**config.mk**
```make
export PLATFORM = sky130hd
export DESIGN_NAME = hyper_block_mover_flat
export DESIGN_NICKNAME = d
export VERILOG_FILES = /design/src/rtl/hyper_block_mover_if.sv /design/src/rtl/hyper_block_mover.sv /design/src/flat_wrapper.sv
export SDC_FILE = /design/constraint.sdc
export NUM_CORES = 1
export LEC_CHECK = 0
export ABC_AREA = 1
export BUFFER_PORTS_ARGS = -buffer_cell sky130_fd_sc_hd__buf_2
export CAP_MARGIN = 10
export CELL_PAD_IN_SITES_DETAIL_PLACEMENT = 1
export CELL_PAD_IN_SITES_GLOBAL_PLACEMENT = 2
export CORE_MARGIN = 1
export CORE_UTILIZATION = 20
export CTS_BUF_LIST = sky130_fd_sc_hd__clkbuf_16
export DETAILED_ROUTE_END_ITERATION = 8
export GPL_TIMING_DRIVEN = 0
export PLACE_DENSITY = 0.81
export SETUP_SLACK_MARGIN = 0.2
export SYNTH_ARGS = -nofsm -noshare
export SYNTH_HDL_FRONTEND = slang
export SYNTH_SLANG_ARGS = --single-unit
```
**constraint.sdc**
```tcl
create_clock -name clk_i -period 2.9 [get_ports clk_i]
set_input_delay 0.29 -clock clk_i [delete_from_list [all_inputs] [get_ports clk_i]]
set_output_delay 0.29 -clock clk_i [all_outputs]
set_load 0.03 [all_outputs]
```
**src/rtl/hyper_block_mover_if.sv**
```systemverilog
// Command, status, DRAM-buffer and device-FIFO signals of the hyperfabric block mover.
// Pure wiring; no storage.
// slave is the mover's own view; master is the controller/memory/device side.
interface hyper_block_mover_if;
    logic [8:0]  blck_start;
    logic [5:0]  blck_count_req;
    logic        blck_issue;
    logic [1:0]  blck_section;
    logic [1:0]  rst_mvblck;
    logic [5:0]  blck_count_sent;
    logic        blck_working;
    logic        blck_irq;
    logic        blck_abrupt_stop;
    logic        blck_frdram_deverr;
    logic [8:0]  mem_addr;
    logic        mem_re;
    logic        mem_we;
    logic [31:0] mem_rdata;
    logic [31:0] mem_wdata;
    logic        dev_wr_en;
    logic [31:0] dev_wr_data;
    logic [3:0]  dev_full;
    logic        dev_rd_en;
    logic [31:0] dev_rd_data;
    logic [3:0]  dev_empty;
    logic [3:0]  dev_err;
    logic [3:0]  dev_irq;

    modport slave (
        input  blck_start, blck_count_req, blck_issue, blck_section, rst_mvblck,
        input  mem_rdata, dev_full, dev_rd_data, dev_empty, dev_err, dev_irq,
        output blck_count_sent, blck_working, blck_irq, blck_abrupt_stop, blck_frdram_deverr,
        output mem_addr, mem_re, mem_we, mem_wdata, dev_wr_en, dev_wr_data, dev_rd_en
    );

    modport master (
        output blck_start, blck_count_req, blck_issue, blck_section, rst_mvblck,
        output mem_rdata, dev_full, dev_rd_data, dev_empty, dev_err, dev_irq,
        input  blck_count_sent, blck_working, blck_irq, blck_abrupt_stop, blck_frdram_deverr,
        input  mem_addr, mem_re, mem_we, mem_wdata, dev_wr_en, dev_wr_data, dev_rd_en
    );
endinterface

```
**src/rtl/hyper_block_mover.sv**
```systemverilog
// Moves up to 63 words between the 512-word DRAM page buffer and one device FIFO section.
// DRAM reads are pushed MEM_LAT cycles after MEM_RE; device pops are written one cycle after DEV_RD_EN.
// Reads pause while the section is almost-full, pops while it is empty; a watchdog aborts stalls.
module hyper_block_mover #(
    parameter int MEM_LAT   = 2,
    parameter int STALL_MAX = 255
) (
    input  logic               clk_i,
    input  logic               rst_i,
    hyper_block_mover_if.slave bus
);

    localparam logic [1:0] S_IDLE  = 2'd0;
    localparam logic [1:0] S_RUN   = 2'd1;
    localparam logic [1:0] S_DRAIN = 2'd2;
    localparam logic [1:0] S_DONE  = 2'd3;

    logic [1:0]         state_q, state_d;
    logic [8:0]         addr_q, addr_d;
    logic [5:0]         req_q, req_d;
    logic [5:0]         issued_q, issued_d;
    logic [5:0]         sent_q, sent_d;
    logic [1:0]         sec_q, sec_d;
    logic               dir_rd_q, dir_rd_d;
    logic               irq_q, irq_d;
    logic               stop_q, stop_d;
    logic               deverr_q, deverr_d;
    logic               abort_q, abort_d;
    logic [7:0]         wd_q, wd_d;
    logic [MEM_LAT-1:0] rd_pipe_q, rd_pipe_d;
    logic               pop_q, pop_d;

    logic active, dir_ok, err_now, drop_now, wd_hit, kill, aborting, more;
    logic mem_re, dev_rd_en, push, mem_we, moved;
    logic all_issued, inflight_d;

    assign active   = (state_q == S_RUN) || (state_q == S_DRAIN);
    assign dir_ok   = (bus.rst_mvblck == 2'b10) || (bus.rst_mvblck == 2'b01);
    assign err_now  = active && bus.dev_err[sec_q];
    assign drop_now = active && !dir_ok;
    // Fires so that WORKING falls exactly STALL_MAX cycles after the last clear.
    assign wd_hit   = active && (wd_q == 8'(STALL_MAX - 2));
    assign kill     = !abort_q && (err_now || drop_now || wd_hit);
    assign aborting = abort_q || kill;
    assign more     = (issued_q != req_q);

    // New requests stop in the very cycle an abort is seen; returns arriving then are dropped too.
    assign mem_re    = (state_q == S_RUN) && dir_rd_q && more && !bus.dev_full[sec_q] && !aborting;
    assign dev_rd_en = (state_q == S_RUN) && !dir_rd_q && more && !bus.dev_empty[sec_q] && !aborting;
    assign push      = rd_pipe_q[MEM_LAT-1] && !aborting;
    assign mem_we    = pop_q && !aborting;
    assign moved     = push || mem_we;

    // Next-state: handshakes, counters, sticky status and the transfer FSM.
    always_comb begin
        state_d    = state_q;
        addr_d     = addr_q;
        req_d      = req_q;
        sec_d      = sec_q;
        dir_rd_d   = dir_rd_q;
        issued_d   = issued_q;
        sent_d     = sent_q;
        irq_d      = irq_q;
        stop_d     = stop_q;
        deverr_d   = deverr_q;
        abort_d    = abort_q;
        wd_d       = wd_q;
        pop_d      = dev_rd_en;
        rd_pipe_d  = '0;
        rd_pipe_d[0] = mem_re;
        for (int i = 1; i < MEM_LAT; i++) begin
            rd_pipe_d[i] = rd_pipe_q[i-1];
        end

        if (mem_re || dev_rd_en) issued_d = issued_q + 6'd1;
        if (mem_re || mem_we)    addr_d   = addr_q + 9'd1;
        if (moved)               sent_d   = sent_q + 6'd1;
        if (active) begin
            wd_d  = moved ? 8'd0 : wd_q + 8'd1;
            irq_d = irq_q | bus.dev_irq[sec_q];
        end
        // Error outranks a direction drop, which outranks the watchdog; only the first abort counts.
        if (kill) begin
            abort_d  = 1'b1;
            deverr_d = err_now;
            stop_d   = !err_now;
        end

        all_issued = (issued_d == req_q);
        inflight_d = (|rd_pipe_d) | pop_d;

        case (state_q)
            S_IDLE: begin
                if (bus.blck_issue && dir_ok) begin
                    state_d  = S_RUN;
                    addr_d   = bus.blck_start;
                    req_d    = bus.blck_count_req;
                    sec_d    = bus.blck_section;
                    dir_rd_d = (bus.rst_mvblck == 2'b10);
                    issued_d = 6'd0;
                    sent_d   = 6'd0;
                    irq_d    = 1'b0;
                    stop_d   = 1'b0;
                    deverr_d = 1'b0;
                    abort_d  = 1'b0;
                    wd_d     = 8'd0;
                end
            end
            S_RUN: begin
                if (all_issued || aborting) state_d = inflight_d ? S_DRAIN : S_DONE;
            end
            S_DRAIN: begin
                if (!inflight_d) state_d = S_DONE;
            end
            default: state_d = S_IDLE;
        endcase
    end

    // State registers with synchronous reset clearing every output-visible bit.
    always_ff @(posedge clk_i) begin
        if (rst_i) begin
            state_q   <= S_IDLE;
            addr_q    <= 9'd0;
            req_q     <= 6'd0;
            sec_q     <= 2'd0;
            dir_rd_q  <= 1'b0;
            issued_q  <= 6'd0;
            sent_q    <= 6'd0;
            irq_q     <= 1'b0;
            stop_q    <= 1'b0;
            deverr_q  <= 1'b0;
            abort_q   <= 1'b0;
            wd_q      <= 8'd0;
            rd_pipe_q <= '0;
            pop_q     <= 1'b0;
        end else begin
            state_q   <= state_d;
            addr_q    <= addr_d;
            req_q     <= req_d;
            sec_q     <= sec_d;
            dir_rd_q  <= dir_rd_d;
            issued_q  <= issued_d;
            sent_q    <= sent_d;
            irq_q     <= irq_d;
            stop_q    <= stop_d;
            deverr_q  <= deverr_d;
            abort_q   <= abort_d;
            wd_q      <= wd_d;
            rd_pipe_q <= rd_pipe_d;
            pop_q     <= pop_d;
        end
    end

    assign bus.blck_working       = active;
    assign bus.blck_count_sent    = sent_q;
    assign bus.blck_irq           = irq_q;
    assign bus.blck_abrupt_stop   = stop_q;
    assign bus.blck_frdram_deverr = deverr_q;
    assign bus.mem_addr           = addr_q;
    assign bus.mem_re             = mem_re;
    assign bus.mem_we             = mem_we;
    assign bus.mem_wdata          = mem_we ? bus.dev_rd_data : 32'd0;
    assign bus.dev_wr_en          = push;
    assign bus.dev_wr_data        = push ? bus.mem_rdata : 32'd0;
    assign bus.dev_rd_en          = dev_rd_en;

endmodule

```
**src/flat_wrapper.sv**
```systemverilog
// flat-port wrapper written by rule: the top's interface ports become plain ports
module hyper_block_mover_flat 
#(
    parameter int MEM_LAT   = 2,
    parameter int STALL_MAX = 255
)
  (clk_i, rst_i, bus_blck_start, bus_blck_count_req, bus_blck_issue, bus_blck_section, bus_rst_mvblck, bus_mem_rdata, bus_dev_full, bus_dev_rd_data, bus_dev_empty, bus_dev_err, bus_dev_irq, bus_blck_count_sent, bus_blck_working, bus_blck_irq, bus_blck_abrupt_stop, bus_blck_frdram_deverr, bus_mem_addr, bus_mem_re, bus_mem_we, bus_mem_wdata, bus_dev_wr_en, bus_dev_wr_data, bus_dev_rd_en);
  hyper_block_mover_if bus_i ();
  input  logic clk_i;
  input  logic rst_i;
  input wire logic [$bits(bus_i.blck_start)-1:0] bus_blck_start;
  input wire logic [$bits(bus_i.blck_count_req)-1:0] bus_blck_count_req;
  input wire logic [$bits(bus_i.blck_issue)-1:0] bus_blck_issue;
  input wire logic [$bits(bus_i.blck_section)-1:0] bus_blck_section;
  input wire logic [$bits(bus_i.rst_mvblck)-1:0] bus_rst_mvblck;
  input wire logic [$bits(bus_i.mem_rdata)-1:0] bus_mem_rdata;
  input wire logic [$bits(bus_i.dev_full)-1:0] bus_dev_full;
  input wire logic [$bits(bus_i.dev_rd_data)-1:0] bus_dev_rd_data;
  input wire logic [$bits(bus_i.dev_empty)-1:0] bus_dev_empty;
  input wire logic [$bits(bus_i.dev_err)-1:0] bus_dev_err;
  input wire logic [$bits(bus_i.dev_irq)-1:0] bus_dev_irq;
  output wire logic [$bits(bus_i.blck_count_sent)-1:0] bus_blck_count_sent;
  output wire logic [$bits(bus_i.blck_working)-1:0] bus_blck_working;
  output wire logic [$bits(bus_i.blck_irq)-1:0] bus_blck_irq;
  output wire logic [$bits(bus_i.blck_abrupt_stop)-1:0] bus_blck_abrupt_stop;
  output wire logic [$bits(bus_i.blck_frdram_deverr)-1:0] bus_blck_frdram_deverr;
  output wire logic [$bits(bus_i.mem_addr)-1:0] bus_mem_addr;
  output wire logic [$bits(bus_i.mem_re)-1:0] bus_mem_re;
  output wire logic [$bits(bus_i.mem_we)-1:0] bus_mem_we;
  output wire logic [$bits(bus_i.mem_wdata)-1:0] bus_mem_wdata;
  output wire logic [$bits(bus_i.dev_wr_en)-1:0] bus_dev_wr_en;
  output wire logic [$bits(bus_i.dev_wr_data)-1:0] bus_dev_wr_data;
  output wire logic [$bits(bus_i.dev_rd_en)-1:0] bus_dev_rd_en;
  assign bus_i.blck_start = bus_blck_start;
  assign bus_i.blck_count_req = bus_blck_count_req;
  assign bus_i.blck_issue = bus_blck_issue;
  assign bus_i.blck_section = bus_blck_section;
  assign bus_i.rst_mvblck = bus_rst_mvblck;
  assign bus_i.mem_rdata = bus_mem_rdata;
  assign bus_i.dev_full = bus_dev_full;
  assign bus_i.dev_rd_data = bus_dev_rd_data;
  assign bus_i.dev_empty = bus_dev_empty;
  assign bus_i.dev_err = bus_dev_err;
  assign bus_i.dev_irq = bus_dev_irq;
  assign bus_blck_count_sent = bus_i.blck_count_sent;
  assign bus_blck_working = bus_i.blck_working;
  assign bus_blck_irq = bus_i.blck_irq;
  assign bus_blck_abrupt_stop = bus_i.blck_abrupt_stop;
  assign bus_blck_frdram_deverr = bus_i.blck_frdram_deverr;
  assign bus_mem_addr = bus_i.mem_addr;
  assign bus_mem_re = bus_i.mem_re;
  assign bus_mem_we = bus_i.mem_we;
  assign bus_mem_wdata = bus_i.mem_wdata;
  assign bus_dev_wr_en = bus_i.dev_wr_en;
  assign bus_dev_wr_data = bus_i.dev_wr_data;
  assign bus_dev_rd_en = bus_i.dev_rd_en;
  hyper_block_mover #(.MEM_LAT(MEM_LAT), .STALL_MAX(STALL_MAX)) u_core (.clk_i(clk_i), .rst_i(rst_i), .bus(bus_i));
endmodule
```
# Word-level counts from Yosys, hierarchy flattened
# Index checks and enable logic that the tools add are counted.
dict set report classes {
  add_sub_neg 4
  mul 0
  n_div 0
  magnitude_cmp 1
  n_eq_ne 10
  shift 0
  muxes 40
  bitwise 2
  n_reduce_logical 35
}
# cell n
set ops {}
lappend ops {{$mux W32} 2}
lappend ops {{$mux W6} 6}
lappend ops {{$mux W8} 4}
lappend ops {{$mux W9} 3}
lappend ops {{$mux W1} 17}
lappend ops {{$logic_and A1 B1 Y1} 15}
lappend ops {{$add A6 B1 Y6 const B} 2}
lappend ops {{$add A9 B1 Y9 const B} 1}
lappend ops {{$logic_or A1 B1 Y1} 9}
lappend ops {{$add A8 B1 Y8 const B} 1}
lappend ops {{$bmux W1 S2} 4}
lappend ops {{$eq A8 B8 Y1 const B} 1}
lappend ops {{$logic_not A1 Y1} 7}
lappend ops {{$eq A6 B6 Y1} 1}
lappend ops {{$mux W2} 3}
lappend ops {{$ne A6 B6 Y1} 1}
lappend ops {{$pmux W2 S3} 1}
lappend ops {{$eq A2 B1 Y1 const B} 2}
lappend ops {{$eq A2 B2 Y1 const B} 2}
lappend ops {{$ne A2 B2 Y1 const B} 2}
lappend ops {{$lt A2 B3 Y1 const B} 1}
lappend ops {{$reduce_and A3 Y1} 1}
lappend ops {{$logic_not A2 Y1} 1}
lappend ops {{$ne A2 B1 Y1 const B} 1}
lappend ops {{3 further kinds} 4}
dict set report word_totals {
  reg_bits 47
  latchBits 0
  ram_bits 0
  rom_bits 0
  wordCells 106
  mem_count 0
}

# Depth between registers and ports, before layout
# Gate-level depths: netlist (run 1).
dict set report logic_depth {
  word_depth 16
  depth_mapped 19
}

# Worst setup path before layout (run 1)
# OpenSTA, ideal clock, no wires.
dict set report synth_path {
  path_type {register to register}
  from {register u_core.state_q[0]}
  to {register u_core.wd_q[2]}
  arrival_time_ps 2379
  t_required_ps 2844
  path_slack_ps 465
  stages_incl_launch_ff 15
  n_path_buf 1
  cell_sequence {dfxtp_1 -> inv_1 -> ha_1 -> clkbuf_1 -> nand3_2 -> nand3_4 -> inv_4 -> nand2_4 -> inv_1 -> nor2_1 -> inv_2 -> nand2_1 -> nand2_1 -> or2_1 -> inv_1}
}
dict set report synth_between {
  elab_chain_len 14
  word_cells_on_any_way 19
  cone_classes {eq/ne (2); mux (4); reduce/logical (13)}
}
# item line
set synth_rtl {}
lappend synth_rtl {{start: declaration} hyper_block_mover.sv:18} ;# logic [1:0] state_q, state_d;
lappend synth_rtl {{start signal: assignment} hyper_block_mover.sv:137} ;# state_q <= state_d;
lappend synth_rtl {{$eq A2 B1 Y1 / $eq A2 B2 Y1 (equally long branches)} hyper_block_mover.sv:37} ;# assign active = (state_q == S_RUN) || (state_q == S_DRAIN);
lappend synth_rtl {{$logic_or A1 B1 Y1 (*)} hyper_block_mover.sv:37}
lappend synth_rtl {{net bus_blck_working} flat_wrapper.sv:23} ;# output wire logic [$bits(bus_i.blck_working)-1:0] bus_blck_working;
lappend synth_rtl {{$logic_and A1 B1 Y1 (on tied branches)} {hyper_block_mover.sv:39, hyper_block_mover.sv:40}}
lappend synth_rtl {{$logic_or A1 B1 Y1} hyper_block_mover.sv:43} ;# assign kill = !abort_q && (err_now || drop_now || wd_hit);
lappend synth_rtl {{$logic_or A1 B1 Y1 (*)} hyper_block_mover.sv:43}
lappend synth_rtl {{$logic_and A1 B1 Y1 (*)} hyper_block_mover.sv:43}
lappend synth_rtl {{$logic_or A1 B1 Y1 (*)} hyper_block_mover.sv:44} ;# assign aborting = abort_q || kill;
lappend synth_rtl {{$logic_not A1 Y1 (*)} hyper_block_mover.sv:51} ;# assign mem_we = pop_q && !aborting;
lappend synth_rtl {{$logic_and A1 B1 Y1 (*)} hyper_block_mover.sv:51}
lappend synth_rtl {{net bus_mem_we} flat_wrapper.sv:29} ;# output wire logic [$bits(bus_i.mem_we)-1:0] bus_mem_we;
lappend synth_rtl {{$logic_or A1 B1 Y1 (*)} hyper_block_mover.sv:52} ;# assign moved = push || mem_we;
lappend synth_rtl {{$mux W8 (*)} hyper_block_mover.sv:79} ;# wd_d = moved ? 8'd0 : wd_q + 8'd1;
lappend synth_rtl {{$mux W8 (*)} hyper_block_mover.sv:78} ;# if (active) begin
lappend synth_rtl {{$mux W8} hyper_block_mover.sv:94} ;# if (bus.blck_issue && dir_ok) begin
lappend synth_rtl {{$mux W8 (*)} hyper_block_mover.sv:92} ;# case (state_q)
lappend synth_rtl {{end signal: assignment} hyper_block_mover.sv:148} ;# wd_q <= wd_d;
lappend synth_rtl {{end: declaration} hyper_block_mover.sv:29} ;# logic [7:0] wd_q, wd_d;
# The timed path passes the listed nets; every way through them passes the cells marked *.
# A chain may end at the register's enable or synchronous reset.

# Worst setup path in the final report (run 1)
dict set report layout_path {
  from {register u_core.state_q[0]}
  to {output port bus_mem_wdata[26]}
}
dict set report layout_between {
  elab_chain_len 10
  word_cells_on_any_way 13
  cone_classes {eq/ne (2); mux (1); reduce/logical (10)}
}
# item line
set layout_rtl {}
lappend layout_rtl {{$eq A2 B1 Y1 / $eq A2 B2 Y1 (equally long branches)} hyper_block_mover.sv:37}
lappend layout_rtl {{$logic_or A1 B1 Y1 (*)} hyper_block_mover.sv:37}
lappend layout_rtl {{$logic_and A1 B1 Y1 (on tied branches)} {hyper_block_mover.sv:39, hyper_block_mover.sv:40}}
lappend layout_rtl {{$logic_or A1 B1 Y1} hyper_block_mover.sv:43}
lappend layout_rtl {{$logic_or A1 B1 Y1 (*)} hyper_block_mover.sv:43}
lappend layout_rtl {{$logic_and A1 B1 Y1 (*)} hyper_block_mover.sv:43}
lappend layout_rtl {{$logic_or A1 B1 Y1 (*)} hyper_block_mover.sv:44}
lappend layout_rtl {{$logic_not A1 Y1 (*)} hyper_block_mover.sv:51}
lappend layout_rtl {{$logic_and A1 B1 Y1 (*)} hyper_block_mover.sv:51}
lappend layout_rtl {{$mux W32 (*)} hyper_block_mover.sv:162} ;# assign bus.mem_wdata = mem_we ? bus.dev_rd_data : 32'd0;
lappend layout_rtl {{end: declaration} flat_wrapper.sv:30} ;# output wire logic [$bits(bus_i.mem_wdata)-1:0] bus_mem_wdata;
# Every way passes the cells marked *; elsewhere a longest branch is shown, timed or not.

==> impl_results.md, run 1 <==
* Start-to-end type of the worst setup path: flop to primary output
* Worst hold-check path type: primary input to flop
* Hold Slack at 0.236 ns
* Half-perimeter wire length after detailed placement at 9.32 mm
* Longest Clk Path Bufs at 2
* Combinational family with the most area after synthesis: simple AND/OR/NAND/NOR gates
* Max-slew violation count at 0
* Vias in the first global route at 3510
* Final worst path period share at 0.885
* Portion of synthesized cell area occupied by the leading cell type at 0.293
* Postcts setup bufs at 0
* Net Sw Power at 0.00107 W
* Number of nets with antenna violations after detailed routing at 0
* Area enclosed by the die boundary at 16600 um^2
* First-pass GRT wire length at 17.5 mm
* Power density over cell area at 564 nW/um^2
* Root Buffer: clkbuf_16
* Required time of the critical path at 2.61 ns
* Syn-to-layout area delta at 44.3%
* Synthesized-area fraction occupied by ao, oa, aoi and oai cells at 0.0909
* Synthesized area per cell at 5.92 um^2
* Core utilization of the finished layout at 0.300
* Cell-internal power at 0.00154 W
* Proportion of synthesized area in mux cells at 0.00312
* Simple-gate area share of the yosys netlist at 0.363
* I/O pin count at 189
* Routed via count at 3728
* Initial antenna violation count at 0
* Global-route usage over all layers at 0.133
* Worst slew pin tran at 0.548 ns
* Via count normalized by instance count at 3.93
* WP buf/inv at 5
* Worst Skew at 0.00857 ns
* Most Frequent Cell on Critical Path: buf_4
* Final nets at 848
* Peak ir drop on the vdd network at 0.000232 V
* Share of power burned in the clock network at 0.256
* Layout cell share with drive strength beyond 1 at 0.309
* Sequential share of the synthesized area at 0.293
* Endpoints failing setup at 0
* Antenna diode count at 0
* Max-cap violation count at 0
* Outcome: completed
* Critical path origin: u_core.state_q[0]
* Syn nets at 654
* Synth top area cells: dfxtp_1 (29%), inv_1 (15%), nor2_1 (13%)
* Horizontal die dimension at 129 um
* Clk sink count at 47
* Critical hold path startpoint: bus_blck_start[1]
* Largest fanout on the critical path at 10
* Final total negative setup slack at 0 ns
* Standard-cell row count at 45
* Flop pwr share at 0.319
* Core outline area at 15400 um^2
* Adder-Cell Fraction of Synth Area at 0.0390
* Logic pwr share at 0.425
* Critical Path Start Type: flop
* Worst setup EP type: primary output
* Number of iterations in the first detailed-routing pass at 4
* Largest net degree at the start of global routing at 15
* Worst path slowest cell: dfxtp_2
* Maximum operating frequency at 390 MHz
* Final Critical Period at 2.57 ns
* Latest clock arrival within the worst-skew pair at 0.30 ns
* Total routed wirelength at 11.2 mm
* Synth area leader: dfxtp_1
* Static Leak at 2.83 nW
* CTS H-tree lvls at 2
* Critical path, cell by cell: inv_1 > ha_1 > buf_4 > nand3_2 > nand3_4 > inv_4 > nand2_4 > clkbuf_2 > nor2_1 > buf_4
* Syn Inst Count at 542
* Clock tree from TritonCTS: built
* Y dimension of the die at 129 um
* Final estimated routing congestion in global placement at 0.715
* FF-to-FF Start: u_core.state_q[0]
* Post-synthesis register bit count at 47
* Longest individual stage delay on the worst path at 0.36 ns
* Arrival time of the worst setup path at 2.28 ns
* Sw Ratio at 0.412
* Buffers added on ports at 187
* Cell family with the largest share of critical-path delay: buffers and inverters
* Final Hold Viols at 0
* Post-synth cell types at 34
* Grt total ovfl at 0
* Average wire per standard cell at 11.8 um
* Yosys warning count at 0
* Clock-pin slew on the worst setup and hold paths at 0.07 ns
* Number of buffers inserted during clock tree synthesis at 5
* Unrepaired setup endpoints after global routing: yes
* Remaining max-slew budget at the tightest pin at 0.635
* Effective utilization at floorplan at 0.208
* XOR/XNOR share of the synthesized area at 0.0355
* Starting DRT DRC Count at 51
* Synthesized cell area at 3210 um^2
* DRC Markers at 0
-- cells by family (layout without fill, tap and decap cells) --
group | count (synthesis) | count (layout)
compound gates | 56 | 56
mux | 1 | 1
buf+inv | 144 | 339
flops | 47 | 47
simple gates | 271 | 271
fa+ha+maj | 10 | 10
xor+xnor | 13 | 13
-- cell usage after synthesis (all sizes together) --
master,count
nor2,115
nor3,6
or2,2
xor2,9
o31ai,1
a21oi,28
nand3,25
dfxtp,47
o21ai,25
nand2,112
clkbuf,12
xnor2,4
o22ai,1
and3,2
nor3b,2
ha,10
nand4,6
nand3b,1
mux2i,1
buf,2
inv,130
a31o,1
-- repair_timing --
action,CTS,global route
resized for setup,15,23
setup endpoints to repair,73,70
hold buffers,0,0
endpoints found under the hold margin,0,0
-- per-layer routing --
metal | share of wire | up-vias | wire [um] | track usage
li1 | - | 1996 | - | -
met1 | 0.45 | 1657 | 5090 | 0.174
met2 | 0.49 | 68 | 5520 | 0.226
met3 | 0.045 | 7 | 500 | 0.0270
met4 | 0.0071 | 0 | 79 | 0.0270
met5 | 0 | - | 0 | 0
-- cells in the final DEF, fill, tap and decap left out, drive strengths merged --
cell and instances:
buf 191, nand2 112, mux2i 1, clkbuf 15
o21ai 25, nand4 6, nand3 25, nor2 115
and3 2, dfxtp 47, a31o 1, o31ai 1
or2 2, clkinv 2, xnor2 4, ha 10
nor3 6, xor2 9, nand3b 1, bufinv 1
nor3b 2, o22ai 1, a21oi 28, inv 130
-- flip-flops by register name, summed over array words and instances (netlist names), 2 cells and up --
signal / flops
u_core.rd_pipe_q: 2
u_core.issued_q: 6
u_core.sec_q: 2
u_core.state_q: 2
u_core.wd_q: 8
u_core.req_q: 6
u_core.bus.mem_addr: 9
u_core.bus.blck_count_sent: 6
-- worst register-to-register path, delay by kind of cell (launching register included) --
family,cells,cell delay (ns)
and+or+nand+nor,9,1.10
AOI/OAI and AO/OA,1,0.13
adders and majority gates,1,0.34
DFF,1,0.36
buffers and inverters,4,0.41
-- power by group through the flow --
stage	clock (W)	combinational, W	sequential, W
after global routing	0.000715	0.00126	0.000850
final	0.000668	0.00111	0.000833
after global placement	0	0.00110	0.000844
after detailed placement	0	0.00111	0.000846
after floorplan	0	0.000694	0.000919
after CTS	0.000687	0.00112	0.000832
-- final timing paths --
kind / slack (ns) / end / cells after the start
setup / recovery: 0.33 / bus_mem_wdata[26] / 10
hold / removal: 0.24 / u_core.bus.mem_addr[1] / 3
setup reg to reg: 0.44 / u_core.bus.mem_addr[8] / 15
hold reg to reg: 0.46 / u_core.bus.blck_irq / 2
-- area by class of cell --
cell class / count / area (um^2)
fillers: 2088 / 10800
clock inverters: 3 / 38.8
flip-flops and latches: 47 / 943
clock buffers: 5 / 125
well taps: 211 / 264
repair buffers: 187 / 963
plain buffers: 14 / 87.6
inverters: 130 / 495
multi-input cells: 351 / 1710
-- stage by stage --
| step | power [W] | instances | instance area, um^2 | setup WS [ns] |
|---|---|---|---|---|
| 5_1_grt | 0.00282 | 948 | 4630 | 0.189 |
| 2_1_floorplan | 0.00161 | 542 | 3210 | 0.465 |
| 4_1_cts | 0.00264 | 948 | 4600 | 0.200 |
| 3_3_place_gp | 0.00194 | 940 | 4410 | -0.0245 |
| 6_report | 0.00261 | 948 | 4630 | 0.333 |
| 3_5_place_dp | 0.00196 | 940 | 4410 | -0.0300 |
Note: power is estimated with default switching activity, not from simulation.
==> inputs of run 2 (changes only) <==
--- a/config.mk
+++ b/config.mk
@@ -15,7 +15,7 @@
 export CTS_BUF_LIST = sky130_fd_sc_hd__clkbuf_16
 export DETAILED_ROUTE_END_ITERATION = 8
 export GPL_TIMING_DRIVEN = 0
-export PLACE_DENSITY = 0.81
+export PLACE_DENSITY_LB_ADDON = 0.1
 export SETUP_SLACK_MARGIN = 0.2
 export SYNTH_ARGS = -nofsm -noshare
 export SYNTH_HDL_FRONTEND = slang
==> impl_results.md, run 2 (synthesis results as in run 1) <==
* First-pass GRT wire length at 18.3 mm
* Number of iterations in the first detailed-routing pass at 4
* Grt total ovfl at 0
* Half-perimeter wire length after detailed placement at 9.83 mm
* Outcome: completed
* Post-Place Cells at 940
* Clk sink count at 47
* Starting DRT DRC Count at 81
* Final Hold Viols at 0
* Worst setup EP type: primary output
* Average wire per standard cell at 12.4 um
* Place WS at -0.123 ns
* Largest net degree at the start of global routing at 14
* Hold Slack at 0.242 ns
* Total of hold buffers inserted after clock tree synthesis at 0
* I/O pin count at 189
* Final estimated routing congestion in global placement at 0.725
* Root Buffer: clkbuf_16
* Clock tree from TritonCTS: built
* DRC Markers at 0
* Leading cell type in the layout, fill and taps excluded: buf_2
* Critical Path Start Type: flop
* Area enclosed by the die boundary at 16600 um^2
* Placed cell area at 4410 um^2
* Final Critical Period at 2.53 ns
* Vias in the first global route at 3760
* Syn-to-layout area delta at 44.1%
* Initial antenna violation count at 0
* Number of nets with antenna violations after detailed routing at 0
* Horizontal die dimension at 129 um
* Start-to-end type of the worst setup path: flop to primary output
* CTS H-tree lvls at 2
* Critical path, cell by cell: inv_1 > ha_1 > buf_4 > nand2_1 > nand3_4 > inv_4 > nand2_4 > clkbuf_2 > nor2_1 > buf_2
* Peak ir drop on the vdd network at 0.000259 V
* Endpoints failing setup at 0
* Max-slew violation count at 0
* Longest Clk Path Bufs at 2
* Effective utilization at floorplan at 0.208
* Fillers at 2065
* Standard-cell row count at 45
* Static Leak at 2.83 nW
* Final WS setup at 0.371 ns
* Antenna diode count at 0
* Longest individual stage delay on the worst path at 0.36 ns
* Number of non-filler instances in the completed layout at 948
* Overall power at 0.00252 W
* Worst Skew at 0.00894 ns
* Global-route usage over all layers at 0.141
* Clock-pin slew on the worst setup and hold paths at 0.07 ns
* Arrival time of the worst setup path at 2.24 ns
* Via count normalized by instance count at 4.02
* Y dimension of the die at 129 um
* Core outline area at 15400 um^2
* Required time of the critical path at 2.61 ns
* Worst slew pin tran at 0.651 ns
* Cell family with the largest share of critical-path delay: buffers and inverters
* Post-Layout Inst Area at 4620 um^2
* Total routed wirelength at 11.7 mm
* Unrepaired setup endpoints after global routing: yes
* Final worst path period share at 0.872
* Final nets at 848
* Buffers added on ports at 187
* Largest fanout on the critical path at 10
* Power density over cell area at 546 nW/um^2
* Remaining max-slew budget at the tightest pin at 0.566
* Max-cap violation count at 0
* WP buf/inv at 5
* Maximum operating frequency at 395 MHz
* Worst hold-check path type: primary input to flop
* Number of buffers inserted during clock tree synthesis at 5
* Routed via count at 3808
* Flip-flop count of the largest register after layout at 9
* Worst path slowest cell: dfxtp_2
* Most used cells in the layout excluding fill and tap cells: buf_2 (170), inv_1 (129), nor2_1 (114)
* Latest clock arrival within the worst-skew pair at 0.30 ns
* Layout cell share with drive strength beyond 1 at 0.305
[run 2: cell count changes in the layout (fill, tap and decap cells not counted), moves of 2 or more]
cell / before / now
inv_1: 127 / 129
buf_4: 12 / 5
clkbuf_4: 3 / 17
buf_2: 177 / 170
[run 2: cell type report]
cell class / instances / area, um^2 / share of cell area
sequential: 47 / 943 / 0.204
multi-input combinational: 351 / 1710 / 0.371
clock inverter: 3 / 12.5 / 0.00271
buffer: 14 / 87.6 / 0.0189
clock buffer: 5 / 125 / 0.0271
tap: 211 / 264 / 0.0571
inverter: 130 / 495 / 0.107
timing repair buffer: 187 / 981 / 0.212
[run 2: power breakdown]
| part | internal, W | total [W] | switching, W |
|---|---|---|---|
| clock network | 0.000313 | 0.000573 | 0.000261 |
| registers | 0.000749 | 0.000834 | 0.0000849 |
| logic | 0.000381 | 0.00112 | 0.000734 |
| total | 0.00144 | 0.00252 | 0.00108 |
[run 2: per-layer routing]
metal | vias to the layer above | track usage | share of wire
met4 | 0 | 0.0367 | 0.011
met3 | 9 | 0.0283 | 0.041
met2 | 71 | 0.260 | 0.52
met5 | - | 0 | 0
met1 | 1734 | 0.165 | 0.43
li1 | 1994 | - | -
[run 2: through the flow]
| stage | TNS, ns | util |
|---|---|---|
| 4_1_cts | 0 | 0.296 |
| 6_report | 0 | 0.300 |
| 3_5_place_dp | -0.888 | 0.286 |
| 5_1_grt | 0 | 0.300 |
| 3_3_place_gp | -0.450 | 0.286 |
| 2_1_floorplan | 0 | - |
[run 2: worst paths after layout]
check	start	to	slack, ns	depth (start not counted)
max reg2reg	u_core.state_q[0]	u_core.state_q[0]	0.48	16
max	u_core.state_q[0]	bus_mem_wdata[10]	0.37	10
min reg2reg	u_core.bus.blck_irq	u_core.bus.blck_irq	0.48	2
min	bus_blck_start[1]	u_core.bus.mem_addr[1]	0.24	3
[run 2: worst reg2reg max path: stages (launching register included)]
cell	delay (ns)
dfxtp_2	0.36
inv_1	0.07
ha_1	0.34
buf_4	0.19
nand2_1	0.13
nand3_4	0.12
a21oi_2	0.19
buf_6	0.17
nand3_1	0.12
nand2_1	0.11
nand2_1	0.05
inv_1	0.05
nand3_1	0.09
nand2_2	0.11
nand3_1	0.08
nand2_1	0.08
nor2_1	0.05
[run 2: repair_timing]
item	CTS	global route
setup endpoints to repair	77	67
endpoints found under the hold margin	0	0
buffers inserted	0	0
gates resized for setup	13	27
